### config.mk
export PLATFORM = sky130hd
export DESIGN_NAME = mem_access
export DESIGN_NICKNAME = d
export VERILOG_FILES = /design/src/rtl/mem_pkg.sv /design/src/rtl/mem_lane_align.sv /design/src/rtl/mem_access.sv
export SDC_FILE = /design/constraint.sdc
export NUM_CORES = 1
export LEC_CHECK = 0
export BUFFER_PORTS_ARGS = -buffer_cell sky130_fd_sc_hd__buf_4
export CAP_MARGIN = 10
export CORE_UTILIZATION = 38
export CTS_CLUSTER_SIZE = 28
export DETAILED_ROUTE_END_ITERATION = 7
export PLACE_DENSITY = 0.77
export SETUP_SLACK_MARGIN = 0.15
export SLEW_MARGIN = 0
export SYNTH_ARGS = -nofsm -noshare
export SYNTH_HDL_FRONTEND = slang
export SYNTH_SLANG_ARGS = --single-unit
### constraint.sdc
create_clock -name clk -period 2.08 [get_ports clk]
set_clock_uncertainty 0.2 [all_clocks]
set_input_delay 0.416 -clock clk [delete_from_list [all_inputs] [get_ports clk]]
set_output_delay 0.416 -clock clk [all_outputs]
set_load 0.1 [all_outputs]
### src/rtl/mem_pkg.sv
// rtl/mem_pkg.sv - shared types and constants for the memory stage
package mem_pkg;

  // Bus access FSM
  typedef enum logic [1:0] {
    IDLE   = 2'd0,
    REQ    = 2'd1,
    WAIT_R = 2'd2
  } state_t;

  // Funct3 load encodings
  localparam logic [2:0] F3_LB  = 3'b000;
  localparam logic [2:0] F3_LH  = 3'b001;
  localparam logic [2:0] F3_LW  = 3'b010;
  localparam logic [2:0] F3_LBU = 3'b100;
  localparam logic [2:0] F3_LHU = 3'b101;

  // Funct3 store encodings
  localparam logic [2:0] F3_SB = 3'b000;
  localparam logic [2:0] F3_SH = 3'b001;
  localparam logic [2:0] F3_SW = 3'b010;

  // Width of the WAIT_R timeout counter
  localparam int TO_W = 8;

endpackage

### src/rtl/mem_lane_align.sv
// rtl/mem_lane_align.sv - byte enables, store lane replication and load extraction/extension
module mem_lane_align
  import mem_pkg::*;
(
  input  logic [2:0]  funct3,
  input  logic [1:0]  offset,
  input  logic [31:0] store_data,
  input  logic [31:0] load_data,
  output logic [3:0]  be,
  output logic [31:0] lane_data,
  output logic [31:0] load_ext,
  output logic        misaligned
);

  logic        is_byte;
  logic        is_half;
  logic        is_unsigned;
  logic [31:0] shifted;

  // Decode access size, build lane mask/data and extend the addressed load lane
  always_comb begin
    is_byte     = (funct3 == F3_LB) || (funct3 == F3_LBU);
    is_half     = (funct3 == F3_LH) || (funct3 == F3_LHU);
    is_unsigned = (funct3 == F3_LBU) || (funct3 == F3_LHU);
    shifted     = load_data >> {offset, 3'b000};
    be          = 4'hF;
    lane_data   = store_data;
    load_ext    = load_data;
    misaligned  = 1'b0;
    if (is_byte) begin
      be        = 4'b0001 << offset;
      lane_data = {4{store_data[7:0]}};
      load_ext  = {{24{~is_unsigned & shifted[7]}}, shifted[7:0]};
    end else if (is_half) begin
      be         = offset[1] ? 4'b1100 : 4'b0011;
      lane_data  = {2{store_data[15:0]}};
      load_ext   = {{16{~is_unsigned & shifted[15]}}, shifted[15:0]};
      misaligned = offset[0];
    end else begin
      misaligned = (offset != 2'b00);
    end
  end

endmodule

### src/rtl/mem_access.sv
// rtl/mem_access.sv - memory stage bus FSM and MEM/WB register; subword access under SUBWORD_ACCESS_EN
module mem_access
  import mem_pkg::*;
#(
  parameter int unsigned TIMEOUT = 255
) (
  input  logic        clk,
  input  logic        rst_n,
  input  logic        RegWriteM,
  input  logic        ResultSrcM,
  input  logic        MemWriteM,
  input  logic [2:0]  Funct3M,
  input  logic [31:0] ALUResultM,
  input  logic [31:0] WriteDataM,
  input  logic [4:0]  RdM,
  output logic        DReqO,
  output logic        DWeO,
  output logic [31:0] DAddrO,
  output logic [31:0] DWDataO,
  output logic [3:0]  DBeO,
  input  logic        DGntI,
  input  logic        DRValidI,
  input  logic [31:0] DRDataI,
  output logic        StallM,
  output logic        RegWriteW,
  output logic        ResultSrcW,
  output logic [31:0] ALUResultW,
  output logic [31:0] ReadDataW,
  output logic [4:0]  RdW,
  output logic        BusErrW
);

  localparam logic [TO_W-1:0] TO_LIM = TO_W'(TIMEOUT);

  state_t          state;
  logic [TO_W-1:0] cnt;

  logic        mem_op;
  logic        is_store;
  logic        in_req;
  logic        misaligned;
  logic        timeout;
  logic        done;
  logic        stall;
  logic        load_done;
  logic [3:0]  be;
  logic [31:0] addr;
  logic [31:0] wdata;
  logic [31:0] rdata_ext;

  // A store wins when both load and store flags are set
  assign mem_op   = ResultSrcM | MemWriteM;
  assign is_store = MemWriteM;
  assign in_req   = (state == IDLE) || (state == REQ);

`ifdef SUBWORD_ACCESS_EN
  logic mis_raw;

  mem_lane_align u_align (
    .funct3     (Funct3M),
    .offset     (ALUResultM[1:0]),
    .store_data (WriteDataM),
    .load_data  (DRDataI),
    .be         (be),
    .lane_data  (wdata),
    .load_ext   (rdata_ext),
    .misaligned (mis_raw)
  );

  assign misaligned = mem_op & mis_raw;
  assign addr       = ALUResultM;
`else
  logic unused_funct3;

  assign unused_funct3 = ^Funct3M;
  assign be            = 4'hF;
  assign wdata         = WriteDataM;
  assign rdata_ext     = DRDataI;
  assign misaligned    = 1'b0;
  assign addr          = {ALUResultM[31:2], 2'b00};
`endif

  // A response in the timeout cycle takes priority over the timeout
  assign timeout   = (state == WAIT_R) && (TIMEOUT != 0) && (cnt == TO_LIM);
  assign load_done = (state == WAIT_R) && (DRValidI || timeout);
  assign done      = (is_store & DGntI & in_req) | ((state == WAIT_R) & DRValidI) | timeout | misaligned;
  assign stall     = mem_op & ~done;
  assign StallM    = stall;

  // Bus signals are held at zero during reset so a mid-access reset drops the request
  assign DReqO   = rst_n & mem_op & in_req & ~misaligned;
  assign DWeO    = rst_n & is_store;
  assign DAddrO  = rst_n ? addr  : '0;
  assign DWDataO = rst_n ? wdata : '0;
  assign DBeO    = rst_n ? be    : '0;

  // Bus FSM, WAIT_R timeout counter and MEM/WB pipeline register
  always_ff @(posedge clk) begin
    if (!rst_n) begin
      state      <= IDLE;
      cnt        <= '0;
      RegWriteW  <= 1'b0;
      ResultSrcW <= 1'b0;
      ALUResultW <= '0;
      ReadDataW  <= '0;
      RdW        <= '0;
      BusErrW    <= 1'b0;
    end else begin
      cnt <= ((state == WAIT_R) && !load_done) ? cnt + 1'b1 : '0;
      case (state)
        IDLE, REQ: begin
          if (mem_op && !misaligned) begin
            state <= DGntI ? (is_store ? IDLE : WAIT_R) : REQ;
          end else begin
            state <= IDLE;
          end
        end
        WAIT_R: begin
          if (load_done) state <= IDLE;
        end
        default: state <= IDLE;
      endcase
      if (stall) begin
        RegWriteW  <= 1'b0;
        ResultSrcW <= 1'b0;
        BusErrW    <= 1'b0;
      end else begin
        RegWriteW  <= RegWriteM & ~misaligned;
        ResultSrcW <= ResultSrcM;
        ALUResultW <= ALUResultM;
        RdW        <= RdM;
        BusErrW    <= misaligned | (timeout & ~DRValidI);
        if (load_done) ReadDataW <= DRValidI ? rdata_ext : '0;
      end
    end
  end

endmodule
==> results.md <==
- Crit path required time: 1.46 ns
- I/O pin cnt: 254
- Combinational family with the most area after synthesis: simple AND/OR/NAND/NOR gates
- Area growth syn-to-layout: 70.1%
- Placed inst area: 5990 sq um
- Synth Area in Simple Gates: 26.9%
- Final setup TNS: -3.56 ns
- Mapped Cells: 439
- Top post-synthesis cells by area: dfxtp_1 (44%), and2_1 (11%), nand2_1 (11%)
- Pwr/cell area: 763 nW/um^2
- Yosys reg bits: 82
- Cell count after placement: 804
- Synth area leader: dfxtp_1
- Row count: 35
- Die width: 101 microns
- RSZ-0062 raised after global routing: yes
- Overall power: 4.80 mW
- Total gr overflow: 0
- Ys async rst share: 0%
- Total CTS buffers: 9
- Max-slew violation count: 0
- Largest stage delay on the critical path: 0.40 ns
- Compound-Gate Fraction of Synth Area: 8.42%
- Layout cells sized above 1: 52.2%
- RR Startpoint: cnt[3]$_SDFF_PN0_
- Measured slew at the worst slew-check pin: 0.637 ns
- H-tree levels: 3
- Sequential cell area fraction in the yosys report: 44.4%
- Setup violators final: 40
- Vias: 3814
- Max Clk Rate: 424 MHz
- Initial antenna violation count: 1
- Pre-antenna DRT Iters: 4
- Flop2flop setup slack: -0.13 ns
- Avg Cell Area, Syn: 8.42 sq um
- Cells on worst reg2reg path: 5
- GR Util All Layers: 21.8%
- CORE AREA: 9330 sq um
- Final WL: 11600 microns
- Fraction of synthesized cell area in xor and xnor cells: 0.947%
- Slowest cell on the critical path: or3_4
- Crit share post-route: 113%
- Final hold vios: 0
- Final ANT Viol Nets: 0
- Finished Cell Area: 6290 sq um
- Root buf cell: clkbuf_8
- CTS tree: built
- Wire per inst: 14.2 microns
- Max Cap Violations: 0
- Vias in the first global route: 3547
- Critical Path Sink: StallM
- Status: complete, but fails checks
- Ys flop type: dfxtp_1
- Clk_lat worst skew: 0.34 ns
- Critical path arrival: 1.74 ns
- DP HPWL: 9030 microns
- Final GP Congestion: 0.792
- Min cycle time layout: 2.36 ns
- EDFF count, synth: 0
- Hold Buf Count CTS: 0
- Setup Buffers After CTS: 0
- Failing checks: setup timing
- Crit-path cells: ha_4, and2_4, nor4bb_4, or3_4, inv_16, buf_12
- Final hold slack: 0.110 ns
- Worst path depth: 6
- Non-Filler Instances: 821
- Initial Util: 39.7%
- Fillers: 765
- Largest net degree at the start of global routing: 40
- Max VDD drop: 0.408 mV
- Startpoint type of the worst setup path: flop
- Vias per cell: 4.65
- Worst Hold Class: primary input to flop
- Net count, final: 798
- Slew headroom: 57.6%
- Static Leak: 2.98 nW
- Crit path max fanout: 2
- Crit path buffers/inverters: 2
- CTS clk-pin slew, worst paths: 0.08 ns
- Setup CP Type: flop to output port
- Worst setup EP type: output port
- Final core occ: 67.5%
- PortBufs: 248
- Worst setup path startpoint: cnt[1]$_SDFF_PN0_
- Area of the die: 10100 sq um
- Worst slack, placed: -0.233 ns
- Fin worst setup slack: -0.280 ns
- # DRC: 0
- Die Ht: 101 microns
- R2R Path End: RdW[2]$_SDFFE_PN0N_
- Most common cell in the netlist: nand2_1
- Synth top cells by count: nand2_1 (110), dfxtp_1 (82), and2_1 (66)
- Synth Area in Adders: 0.338%
- Worst-case clock buffer depth: 2
- Mux cell area share after synthesis: 10.0%
- Synth cell types: 34
- Post-Syn Area: 3700 sq um
- Post-synth top area share: 44.4%
- First-pass GRT wire length: 17000 microns
- Initial DRC Count: 67
- Sink Count: 82
- Crit-path leading delay family: simple AND/OR/NAND/NOR gates
- YS warnings: 0
## per-layer routing
metal	vias up	global-route usage, %	part of all wire [%]
met5	-	0	0
met4	0	11.0	3.4
met3	28	4.23	6.5
met2	144	40.9	53
met1	1757	22.9	37
li1	1885	-	-
## cells in the final DEF (no fill, tap or decap), types with 2 or more instances in the layout
cell,synthesis,routed
nand2b_1,2,2
dfxtp_2,0,2
buf_12,0,4
and2_4,1,34
nand3b_1,2,2
nand4_1,2,2
xor2_1,3,3
inv_1,33,3
clkbuf_8,0,9
bufinv_16,0,3
nand3_1,2,2
clkinvlp_4,0,30
nor2_1,10,9
nor3_1,3,3
o2bb2ai_1,32,32
and2_1,66,33
mux2i_1,37,37
buf_4,6,259
conb_1,1,2
and3_1,2,2
nand2_1,110,110
buf_6,4,10
clkinv_2,0,2
clkinv_4,0,2
dfxtp_1,82,80
## flip-flops by register name (all words and copies together), names as in the netlist
signal,cells
ResultSrcW,1
RdW,5
RegWriteW,1
cnt,8
BusErrW,1
state,2
ReadDataW,32
ALUResultW,32
## layout make-up
type	count	area, sq um	share of cell area (%)
inverters	34	256	4.08
diodes	1	2.50	0.0398
flip-flops and latches	82	1640	26.1
well taps	129	161	2.57
multi-input cells	286	1850	29.4
clock inverters	7	118	1.87
repair buffers	273	2140	34.0
clock buffers	9	124	1.97
## what timing repair did
| action | 4_1_cts | 5_1_grt |
|---|---|---|
| setup endpoints to repair | 41 | 64 |
| resized for setup | 4 | 10 |
| gates cloned | 0 | 0 |
## cell families after synthesis
logic type,count (synthesis)
AOI/OAI and AO/OA,37
xor gates and xnor gates,4
adders and majority gates,1
buffers and inverters,72
DFF,82
muxes,37
other,1
and+or+nand+nor,205
## worst min-delay path by stage
stage,end,depth (start not counted),start
after floorplan,cnt[0]$_SDFF_PN0_,1,cnt[0]$_SDFF_PN0_
after global placement,ALUResultW[0]$_SDFFE_PN0N_,2,ALUResultW[0]$_SDFFE_PN0N_
after detailed placement,ALUResultW[15]$_SDFFE_PN0N_,2,ALUResultW[15]$_SDFFE_PN0N_
after CTS,RegWriteW$_SDFF_PP0_,2,RegWriteM
after global routing,RegWriteW$_SDFF_PP0_,2,RegWriteM
final,RegWriteW$_SDFF_PP0_,2,RegWriteM
## report_power, final
group	total [mW]	leakage, nW	switching (mW)	internal (mW)
registers	1.67	0.670	0.0361	1.64
clock network	1.38	0.123	0.578	0.797
logic	1.75	2.19	1.29	0.461
Note: power is estimated with default switching activity, not from simulation.
